===== src/rtl/eth_parser_pkg.sv =====
// Shared types and constants for the ethernet parser front-end.
//   arb_state_t      : port arbiter FSM state encoding
//   MAX_PARSER_PORTS : largest number of ingress ports a shared parser serves
package eth_parser_pkg;

    localparam int MAX_PARSER_PORTS = 8;

    typedef enum logic {
        ARB_IDLE,
        ARB_GRANT
    } arb_state_t;

endpackage


===== src/rtl/port_id_fifo.sv =====
// Synchronous FIFO holding the source port ID of each granted frame.
// Ports:
//   clk, rst    : clock, synchronous active-high reset (flushes the FIFO)
//   push, din   : write request and data (ignored while full)
//   pop, dout   : read request and head-of-queue data (ignored while empty)
//   full, empty : occupancy flags
module port_id_fifo #(
    parameter int WIDTH = 2,
    parameter int DEPTH = 8
) (
    input  logic             clk,
    input  logic             rst,
    input  logic             push,
    input  logic             pop,
    input  logic [WIDTH-1:0] din,
    output logic [WIDTH-1:0] dout,
    output logic             full,
    output logic             empty
);

    localparam int AW = $clog2(DEPTH);

    // Extra MSB on each pointer is a wrap bit distinguishing full from empty.
    logic [AW:0]      wr_ptr;
    logic [AW:0]      rd_ptr;
    logic [WIDTH-1:0] mem [DEPTH];
    logic             do_push;
    logic             do_pop;

    assign do_push = push & ~full;
    assign do_pop  = pop & ~empty;

    always_ff @(posedge clk) begin
        if (rst) begin
            wr_ptr <= '0;
            rd_ptr <= '0;
        end else begin
            if (do_push) wr_ptr <= wr_ptr + 1'b1;
            if (do_pop)  rd_ptr <= rd_ptr + 1'b1;
        end
    end

    always_ff @(posedge clk) begin
        if (do_push) mem[wr_ptr[AW-1:0]] <= din;
    end

    assign dout  = mem[rd_ptr[AW-1:0]];
    assign full  = (wr_ptr[AW] != rd_ptr[AW]) && (wr_ptr[AW-1:0] == rd_ptr[AW-1:0]);
    assign empty = (wr_ptr == rd_ptr);

endmodule


===== src/rtl/eth_parser_port_arbiter.sv =====
// Frame-atomic round-robin arbiter sharing one ethernet_frame_parser between
// NUM_PORTS AXI4-Stream ingress ports, with source-port tagging of metadata.
// Ports:
//   clk, rst                  : clock, synchronous active-high reset
//   s_axis_t{data,valid,last} : per-port ingress streams; s_axis_tready back
//   m_axis_t{data,valid,last} : muxed stream to the parser; m_axis_tready back
//   meta_valid                : parser metadata strobe (m_axis_tuser_valid)
//   meta_port_id(_valid)      : source port of the presented metadata
//   grant_port, busy          : current grant and GRANT-state indicator
//   id_fifo_full              : no more frames may be granted
//   id_underflow              : sticky, metadata seen with no frame pending
//
// state     | meaning
// ARB_IDLE  | no grant; arbitrate among valid ports, one cycle between frames
// ARB_GRANT | grant_port owns the parser until its tlast beat is accepted
module eth_parser_port_arbiter
    import eth_parser_pkg::*;
#(
    parameter int NUM_PORTS     = 4,
    parameter int DATA_WIDTH    = 64,
    parameter int ID_FIFO_DEPTH = 8,
    parameter int PORT_W        = $clog2(NUM_PORTS)
) (
    input  logic                            clk,
    input  logic                            rst,
    input  logic [NUM_PORTS*DATA_WIDTH-1:0] s_axis_tdata,
    input  logic [NUM_PORTS-1:0]            s_axis_tvalid,
    output logic [NUM_PORTS-1:0]            s_axis_tready,
    input  logic [NUM_PORTS-1:0]            s_axis_tlast,
    output logic [DATA_WIDTH-1:0]           m_axis_tdata,
    output logic                            m_axis_tvalid,
    input  logic                            m_axis_tready,
    output logic                            m_axis_tlast,
    input  logic                            meta_valid,
    output logic [PORT_W-1:0]               meta_port_id,
    output logic                            meta_port_id_valid,
    output logic [PORT_W-1:0]               grant_port,
    output logic                            busy,
    output logic                            id_fifo_full,
    output logic                            id_underflow
);

    arb_state_t  state;
    arb_state_t  state_nxt;
    logic [PORT_W-1:0] last_grant;
    logic [PORT_W-1:0] sel_port;
    logic        sel_found;
    logic        push;
    logic        pop;
    logic        fifo_empty;
    logic        frame_end;

    logic [NUM_PORTS-1:0][DATA_WIDTH-1:0] tdata_arr;

    assign tdata_arr = s_axis_tdata;
    assign busy      = (state == ARB_GRANT);

    // Cyclic search starting just after the last port to finish a frame.
    always_comb begin : sel_blk
        logic [PORT_W-1:0] idx;
        sel_found = 1'b0;
        sel_port  = '0;
        idx       = '0;
        for (int i = 1; i <= NUM_PORTS; i++) begin
            idx = PORT_W'((int'(last_grant) + i) % NUM_PORTS);
            if (!sel_found && s_axis_tvalid[idx]) begin
                sel_found = 1'b1;
                sel_port  = idx;
            end
        end
    end

    always_ff @(posedge clk) begin
        if (rst) state <= ARB_IDLE;
        else     state <= state_nxt;
    end

    always_comb begin
        state_nxt = state;
        push      = 1'b0;
        case (state)
            ARB_IDLE: begin
                if (sel_found && !id_fifo_full) begin
                    push      = 1'b1;
                    state_nxt = ARB_GRANT;
                end
            end
            ARB_GRANT: begin
                if (frame_end) state_nxt = ARB_IDLE;
            end
            default: state_nxt = ARB_IDLE;
        endcase
    end

    always_ff @(posedge clk) begin
        if (rst) begin
            grant_port   <= '0;
            last_grant   <= PORT_W'(NUM_PORTS - 1);
            id_underflow <= 1'b0;
        end else begin
            if (push)                     grant_port   <= sel_port;
            if (frame_end)                last_grant   <= grant_port;
            if (meta_valid && fifo_empty) id_underflow <= 1'b1;
        end
    end

    // Zero-latency datapath; everything is gated off outside GRANT.
    assign m_axis_tdata  = tdata_arr[grant_port];
    assign m_axis_tvalid = busy & s_axis_tvalid[grant_port];
    assign m_axis_tlast  = busy & s_axis_tlast[grant_port];
    assign frame_end     = m_axis_tvalid & m_axis_tready & m_axis_tlast;

    always_comb begin
        s_axis_tready = '0;
        if (busy) s_axis_tready[grant_port] = m_axis_tready;
    end

    assign pop                = meta_valid & ~fifo_empty;
    assign meta_port_id_valid = pop;

    port_id_fifo #(
        .WIDTH (PORT_W),
        .DEPTH (ID_FIFO_DEPTH)
    ) u_id_fifo (
        .clk   (clk),
        .rst   (rst),
        .push  (push),
        .pop   (pop),
        .din   (sel_port),
        .dout  (meta_port_id),
        .full  (id_fifo_full),
        .empty (fifo_empty)
    );

endmodule


===== config.mk =====
export PLATFORM = sky130hd
export DESIGN_NAME = eth_parser_port_arbiter
export DESIGN_NICKNAME = d
export VERILOG_FILES = /design/src/rtl/eth_parser_pkg.sv /design/src/rtl/port_id_fifo.sv /design/src/rtl/eth_parser_port_arbiter.sv
export SDC_FILE = /design/constraint.sdc
export NUM_CORES = 1
export LEC_CHECK = 0
export BUFFER_PORTS_ARGS = -buffer_cell sky130_fd_sc_hd__buf_2
export CORE_AREA = 2 2 135 137
export CTS_BUF_LIST = sky130_fd_sc_hd__clkbuf_8 sky130_fd_sc_hd__clkbuf_16
export DETAILED_ROUTE_END_ITERATION = 10
export DIE_AREA = 0 0 137 139
export GPL_TIMING_DRIVEN = 0
export PLACE_DENSITY = 0.6
export SETUP_SLACK_MARGIN = 0.2
export SLEW_MARGIN = 20
export SYNTH_ARGS = -nofsm -noshare
export SYNTH_HDL_FRONTEND = slang
export SYNTH_SLANG_ARGS = --single-unit

===== constraint.sdc =====
create_clock -name clk -period 1.9 [get_ports clk]
set_input_delay 0.38 -clock clk [delete_from_list [all_inputs] [get_ports clk]]
set_output_delay 0.38 -clock clk [all_outputs]
set_load 0.01 [all_outputs]

## Word-level counts from Yosys, hierarchy flattened

Memory sizes are Yosys's and may differ from the RTL's. A register that Yosys moved wholly into a read port is not among the register bits.
Index checks and enable logic that the tools add are counted.

- Register bits after elaboration: 14
- Bits in writable memories: 16
- Logic and storage cells: 77
- ROM bits: 0
- Memories kept: 1
- Output and inout bits: 78
- Bits in latches: 0

Memory list:

| name | depth | width | rd ports | clocked after memory_dff | wr ports | RTL line | RTL |
|---|---|---|---|---|---|---|---|
| u_id_fifo.mem | 8 | 2 | 1 | 1 | 1 | port_id_fifo.sv:26 | `logic [WIDTH-1:0] mem [DEPTH];` |

- Divide/modulo/power cells: 0
- Equal/unequal tests: 3
- Add/subtract/negate cells: 6
- Magnitude comparators: 6
- Bitwise logic cells: 11
- Shifts and indexed selects: 0
- Reduce and logical (&&, ||, !) cells: 11
- Muxes and demuxes: 33
- Multiply operators: 0

Operators by type and width:

| cell | count |
|---|---|
| binary-select mux 64 bit (select 2 bit) | 1 |
| 2-to-1 mux 64 bit | 1 |
| 2-to-1 mux 1 bit | 16 |
| less-than comparator 2 x 3 -> 1 bit (second input constant) | 5 |
| binary-select mux 1 bit (select 2 bit) | 6 |
| adder 4 x 1 -> 4 bit (second input constant) | 2 |
| 2-to-1 mux 2 bit | 4 |
| AND 1 bit | 7 |
| logical AND 1 bit | 7 |
| 2-to-1 mux 3 bit | 2 |
| adder 2 x 1 -> 2 bit (second input constant) | 2 |
| adder 2 bit (second input constant) | 2 |
| AND 4 bit | 1 |
| equality test 4 bit | 1 |
| zero test 1 bit | 4 |
| 2-to-1 mux 4 bit | 1 |
| equality test 3 bit | 1 |
| inverter 1 bit | 3 |
| demux 1 bit (select 2 bit) | 1 |
| >= comparator 2 x 1 -> 1 bit (second input constant) | 1 |
| case mux 1 bit (2 select lines) | 1 |
| inequality test 1 bit | 1 |

## Longest topological paths before layout

Gate-level depths: netlist of run 1.

- Word-level depth: 19
- Depth in mapped cells: 6

## Cells and area by module

Synthesis of run 1 repeated with hierarchy kept, for this count alone.

- Cells, all modules: 239
- Area total of the unflattened synthesis: 3309.4 µm²

Modules (own cells, without submodules):

| module | sequential area each (µm²) | instances | cells an instance | area each (µm²) |
|---|---|---|---|---|
| eth_parser_port_arbiter | 120.1 | 1 | 133 | 1948.1 |
| port_id_fifo | 700.7 | 1 | 106 | 1361.3 |

## Least setup slack after synthesis of run 1

No wires, ideal clock.

- Kind: register -> output
- Start point: register grant_port[0]
- End point: output port m_axis_tdata[39]
- Setup slack: -0.015 ns
- Path buffers: 3
- Stages on the path, launching flop included: 5
- Arrival: 1.535 ns
- Required time: 1.520 ns
- Path through: dfxtp_1 -> buf_2 -> buf_4 -> buf_4 -> mux4_2

- Longest elaborated chain between the ends: 2

RTL lines:

| what | RTL line | RTL |
|---|---|---|
| from (decl) | eth_parser_port_arbiter.sv:37 | `output logic [PORT_W-1:0] grant_port,` |
| from (signal assigned) | eth_parser_port_arbiter.sv:101 | `if (push) grant_port <= sel_port;` |
| binary-select mux 64 bit (select 2 bit) | eth_parser_port_arbiter.sv:108 | `assign m_axis_tdata = tdata_arr[grant_port];` |
| 2-to-1 mux 64 bit (not written as such) | eth_parser_port_arbiter.sv:108 |  |
| to (decl) | eth_parser_port_arbiter.sv:30 | `output logic [DATA_WIDTH-1:0] m_axis_tdata,` |

Every way passes these cells. The select of a mux whose other input is x is not followed.

## Worst setup path after layout of run 1

- Start point: register grant_port[0]
- End point: output port m_axis_tvalid

- Longest elaborated chain between the ends: 3

RTL lines:

| what | RTL line | RTL |
|---|---|---|
| binary-select mux 1 bit (select 2 bit) | eth_parser_port_arbiter.sv:109 | `assign m_axis_tvalid = busy & s_axis_tvalid[grant_port];` |
| 2-to-1 mux 1 bit (not written as such) | eth_parser_port_arbiter.sv:109 |  |
| AND 1 bit | eth_parser_port_arbiter.sv:109 |  |
| to (decl) | eth_parser_port_arbiter.sv:31 | `output logic m_axis_tvalid,` |

Every way passes these cells. The select of a mux whose other input is x is not followed.

==> impl_results.md, run 1 <==
- Worst Path Max Fanout: 7
- CP arrival: 1.71 ns
- I/O pins: 346
- Syn Nets: 491
- Initial Util: 17.9%
- Ranking of synthesized cells by area: mux4_2 50%, edfxtp_1 15%, dfxtp_1 11%
- M1 wire length: 6.38 mm
- DR DRC count: 0
- Nets: 881
- EDFF count, synth: 16
- Clock buffer depth: 2
- CTS tree: built
- Die Ht: 139 um
- Setup Skew: 0.00309 ns
- Minimum clock period: 2.09 ns
- Top post-synthesis cells by count: 70 x mux4_2, 17 x dfxtp_1, 16 x edfxtp_1, 14 x nor2_1, 10 x a21oi_1
- Met2 wire len: 9.19 mm
- Core footprint: 0.0177 sq mm
- Fmax: 0.479 GHz
- Final Hold Viols: 0
- Filler cell count: 1,750
- Hold worst-path end: id_underflow
- Post-Layout Inst Area: 0.00647 sq mm
- Top FF cell, synth: dfxtp_1
- Critical Path End Type: output pin
- Hold WC Path Type: in2reg
- Post-CTS Hold Buffers: 0
- Synth async-reset ratio: 0%
- Reg clk slew, reported paths: 0.05 ns
- First-pass iteration count of the detailed router: 4
- Setup TNS: -9.50 ns
- GRT Overall Usage: 18.2%
- Via density: 4.61
- CTS root buffer: clkbuf_16
- Port Buf Inserts: 344
- R2r worst-path depth: 7
- CTS Buf Count: 5
- Flop2flop setup slack: 0.12 ns
- Global-route wire length before repair: 24.8 mm
- Largest net degree at the start of global routing: 12
- Post-DRT Antenna Nets: 0
- DRT iter0 DRCs: 238
- Die width: 137 um
- Post-Syn Instances: 221
- Max VDD drop: 0.000309 V
- Outcome: complete, but fails checks
- GP Congestion: 0.923
- # rows: 49
- Half-perimeter wire length after placement: 15.9 mm
- Synth area leader: mux4_2
- CTS HTree Levels: 2
- Post-Place Cell Area: 0.00520 sq mm
- Critical Path Source Type: flip-flop
- Final period util: 110%
- Leak pwr: 2.89 nW
- Pre-CTS WS: -0.327 ns
- Syn. warnings: 0
- Wirelength, routed: 18.6 mm
- Mapped cell area: 0.00317 sq mm
- Syn avg cell area: 14.3 sq um
- CP required: 1.52 ns
- Yosys cell types: 42
- Power Density: 567 mW/mm^2
- Crit Path Class: reg2out
- Area Growth Syn to Fin: 104%
- Slew @ Worst Pin: 0.500 ns
- Final core utilization: 36.7%
- Top Metal Used: met5
- Hold Crit Depth: 3
- Fin worst setup slack: -0.188 ns
- Die Area: 0.0190 sq mm
- Final-report max-slew violation count: 0
- Clk_lat worst skew: 0.27 ns
- Reg2reg start: grant_port[0]
- Failing checks: setup timing
- Slew margin rel.: 66.7%
- RSZ-0062 raised after global routing: yes
- Post-synthesis register bit count: 33
- Number of global-route vias before repair: 3,934
- Grt ovf: 0
- Vias: 3,954
- Most common cell in the netlist: mux4_2
- Final setup vio count: 69
- Initial antenna violation count: 25
- Synth top area share: 49.8%
- Sequential fraction of the synthesis area: 25.9%
- Clock sink count: 33
- RR Endpoint: last_grant[1]
- Routed wire length per instance: 21.7 um
- WL met3: 2.51 mm
- Min-delay src: meta_valid
- Max-cap violations: 0
- Layout cell share with drive strength beyond 1: 85.3%
-- repair_timing --
item,CTS,global route
endpoints found under the setup margin,79,85
hold endpoints to repair,0,0
pin swaps,6,9
setup buffers,23,11
resized for setup,106,46
gates cloned,3,2
-- state kept, by name, summed over array words and instances, names as in the netlist, named ones only --
signal            cells
grant_port            2
u_id_fifo.mem        16
busy                  1
u_id_fifo.rd_ptr      4
id_underflow          1
last_grant            2
u_id_fifo.wr_ptr      4
-- per-stage QoR --
step | hold slack [ns] | power, mW | cells
global placement | 0.446 | 2.34 | 794
detailed placement | 0.452 | 2.37 | 794
CTS | 0.386 | 3.51 | 828
floorplan | 0.490 | 1.70 | 221
finish | 0.394 | 3.67 | 858
global route | 0.469 | 3.87 | 849
-- cells by family (layout without fill, tap and decap cells) --
| kind of cell | Yosys count | count (layout) | synth area share [%] |
|---|---|---|---|
| multiplexers | 75 | 75 | 51.5 |
| AND/OR/NAND/NOR | 50 | 50 | 9.64 |
| flip-flops | 33 | 33 | 25.9 |
| buffers and inverters | 29 | 420 | 4.59 |
| AO/OA/AOI/OAI | 24 | 24 | 5.10 |
| XOR/XNOR | 8 | 8 | 2.45 |
| adder cells (fa/ha/maj) | 2 | 2 | 0.790 |
| other | 0 | 17 | 0 |
-- cell usage in the layout, fill, tap and decap left out, types with 8 or more instances in the layout --
cell type / instances
buf_12: 11
edfxtp_1: 16
mux4_2: 70
buf_6: 51
buf_4: 27
a21oi_1: 9
dfxtp_2: 8
diode_2: 17
nor2_1: 13
buf_2: 301
-- layer usage --
layer | vias to the layer above | global-route usage, %
met1 | 1899 | 19.5
li1 | 1738 | -
met2 | 258 | 31.4
met5 | - | 0
met3 | 41 | 8.85
met4 | 18 | 5.32
-- cell type report --
cell class / count / area, sq um / share of cell area [%]
repair buffers: 383 / 2420 / 37.3
clock inverters: 3 / 17.5 / 0.271
flip-flops and latches: 33 / 842 / 13.0
inverters: 8 / 32.5 / 0.503
multi-input cells: 159 / 2420 / 37.3
well taps: 229 / 287 / 4.43
plain buffers: 21 / 293 / 4.52
clock buffers: 5 / 125 / 1.93
diodes: 17 / 42.5 / 0.657
-- power breakdown --
group	internal (mW)	total, mW	switching, mW
clock	0.479	0.761	0.282
combinational	1.22	2.01	0.793
sequential	0.816	0.896	0.0800
-- worst max-delay path by stage --
stage	from	end	slack (ns)	cells past startpoint
6_report	grant_port[0]	m_axis_tvalid	-0.19	7
4_1_cts	grant_port[0]	m_axis_tdata[62]	-0.20	5
5_1_grt	grant_port[0]	m_axis_tdata[62]	-0.24	5
2_1_floorplan	grant_port[0]	m_axis_tdata[0]	0.20	3
3_3_place_gp	grant_port[1]	m_axis_tdata[51]	-0.34	5
3_5_place_dp	grant_port[1]	m_axis_tdata[50]	-0.33	5
-- critical path, stage by stage, from the launching register on --
cell and delay (ns):
dfxtp_2 0.33, buf_12 0.14, buf_8 0.13, buf_4 0.13, buf_6 0.10, mux4_2 0.29
and2_1 0.17, buf_2 0.14
Note: power is estimated with default switching activity, not from simulation.
==> inputs of run 2 (changes only) <==
--- a/config.mk
+++ b/config.mk
@@ -5,13 +5,13 @@
 export SDC_FILE = /design/constraint.sdc
 export NUM_CORES = 1
 export LEC_CHECK = 0
-export BUFFER_PORTS_ARGS = -buffer_cell sky130_fd_sc_hd__buf_2
-export CORE_AREA = 2 2 135 137
+export CORE_AREA = 2 2 134 136
 export CTS_BUF_LIST = sky130_fd_sc_hd__clkbuf_8 sky130_fd_sc_hd__clkbuf_16
 export DETAILED_ROUTE_END_ITERATION = 10
-export DIE_AREA = 0 0 137 139
+export DIE_AREA = 0 0 136 138
+export DONT_BUFFER_PORTS = 1
 export GPL_TIMING_DRIVEN = 0
-export PLACE_DENSITY = 0.6
+export PLACE_DENSITY = 0.43
 export SETUP_SLACK_MARGIN = 0.2
 export SLEW_MARGIN = 20
 export SYNTH_ARGS = -nofsm -noshare
==> run 2 against run 1 <==
  * The flow still finishes with violations (setup timing)
  * Global-route usage is 1.2 points lower
  * First-iteration DRC count is 19% lower
  * Highest routed layer unchanged
  * Worst setup slack better by 0.063 ns
  * Largest power group unchanged
  * Clock power is 2% lower
  * Sequential share of layout area is 6.2 points higher
  * Non-clock buffer count is 351 lower
  * Final cell count is 42% lower
  * Total power is 21% lower
  * Register-to-register slack worse by 0.08 ns
  * Clock-buffer cell count stayed put
==> impl_results.md, run 2 (synthesis results as in run 1) <==
- # rows: 49
- Die width: 136 um
- Half-perimeter wire length after placement: 15.0 mm
- Pre-CTS WS: -0.318 ns
- DR DRC count: 0
- Leak pwr: 1.39 nW
- Final period util: 107%
- Most frequent cells in the layout: 70 x mux4_2, 19 x buf_4, 16 x edfxtp_1
- CTS root buffer: clkbuf_16
- Final-report max-slew violation count: 0
- Worst Path Buf+Inv: 3
- Wirelength, routed: 17.2 mm
- Layout cell share with drive strength beyond 1: 66.7%
- Slew @ Worst Pin: 0.526 ns
- Failing checks: setup timing
- Fmax: 0.494 GHz
- Final Hold Viols: 0
- Clock buffer depth: 2
- Die Ht: 138 um
- Minimum clock period: 2.02 ns
- Power Density: 663 mW/mm^2
- CTS Buf Count: 5
- Final core utilization: 25.0%
- Crit path cell chain: buf_12, buf_12, clkbuf_16, mux4_2
- I/O pins: 346
- Crit Path Class: reg2out
- Via density: 5.35
- Clock sink count: 33
- GP Congestion: 0.822
- Slew margin rel.: 64.9%
- First-pass iteration count of the detailed router: 5
- Max-cap violations: 0
- CTS tree: built
- Die Area: 0.0188 sq mm
- Number of global-route vias before repair: 2,595
- Area Growth Syn to Fin: 38.5%
- Critical path's slowest cell: mux4_2
- Nets: 530
- Critical Path End Type: output pin
- Global-route wire length before repair: 21.6 mm
- Fin worst setup slack: -0.124 ns
- Reg clk slew, reported paths: 0.05 ns
- CP required: 1.52 ns
- Post-CTS Hold Buffers: 0
- Most frequent CP cell: buf_12
- Setup Skew: 0.00447 ns
- DRT iter0 DRCs: 192
- Worst Path Max Fanout: 8
- Hold WC Path Type: in2reg
- Crit-path max cell delay: 0.53 ns
- Clk_lat worst skew: 0.27 ns
- Commonest non-fill, non-tap cell in the layout: mux4_2
- Delay-heaviest family, CP: multiplexers
- Final setup vio count: 66
- Largest net degree at the start of global routing: 11
- Initial antenna violation count: 30
- Grt ovf: 0
- Max reg flops: 16
- Initial Util: 18.1%
- GRT Overall Usage: 17.0%
- Critical Path Source Type: flip-flop
- Vias: 2,670
- Max VDD drop: 0.000444 V
- Port Buf Inserts: 0
- CP arrival: 1.64 ns
- Outcome: complete, but fails checks
- Core footprint: 0.0175 sq mm
- Post-DRT Antenna Nets: 0
- Routed wire length per instance: 34.4 um
- RSZ-0062 raised after global routing: yes
- CTS HTree Levels: 2
==> run 2: cell count changes in the layout (fill, tap and decap cells not counted), sizes merged <==
cell    delta
buf      -353
clkbuf     +2
diode      -8
==> run 2: worst paths after layout <==
check / from / cells after the start / slack [ns] / endpoint
max: grant_port[0] / 4 / -0.12 / m_axis_tdata[40]
min: meta_valid / 2 / 0.27 / id_underflow
max reg2reg: grant_port[0] / 7 / 0.04 / last_grant[1]
min reg2reg: u_id_fifo.rd_ptr[3] / 2 / 0.53 / u_id_fifo.rd_ptr[3]
==> run 2: timing repair <==
item / in CTS / in global routing
pin swaps: 7 / 8
gates cloned: 1 / 4
setup endpoints to repair: 81 / 96
gates resized for setup: 70 / 31
buffers inserted: 19 / 8
==> run 2: where the power goes <==
part | switching (mW) | internal, mW
combinational | 0.568 | 0.701
clock | 0.270 | 0.474
sequential | 0.0822 | 0.813
total | 0.920 | 1.99
==> run 2: layout make-up <==
| class | count | area, sq um |
|---|---|---|
| antenna | 9 | 22.5 |
| timing repair buffer | 32 | 382 |
| multi-input combinational | 159 | 2390 |
| buffer | 21 | 287 |
| fill | 1896 | 13100 |
| tap | 229 | 287 |
| inverter | 8 | 36.3 |
| clock buffer | 5 | 125 |
| clock inverter | 3 | 13.8 |
| sequential | 33 | 842 |
==> run 2: routing by layer <==
metal  vias to the layer above  wire length (um)  GRT usage (%)
met5                         -                13              0
met4                         2               658           4.22
met3                        55              1250           3.08
met2                       252              9740           34.4
met1                      1329              5490           17.4
li1                       1032                 -              -
==> run 2: through the flow <==
step | setup TNS, ns | total power, mW | cells | cell area (sq um) | hold WS, ns
2_1_floorplan | 0 | 1.70 | 221 | 3200 | 0.490
3_3_place_gp | -9.77 | 1.87 | 450 | 3480 | 0.509
3_5_place_dp | -10.64 | 1.87 | 450 | 3480 | 0.520
4_1_cts | -8.19 | 2.83 | 478 | 4090 | 0.258
5_1_grt | -9.45 | 3.05 | 494 | 4370 | 0.266
6_report | -5.79 | 2.91 | 499 | 4390 | 0.267
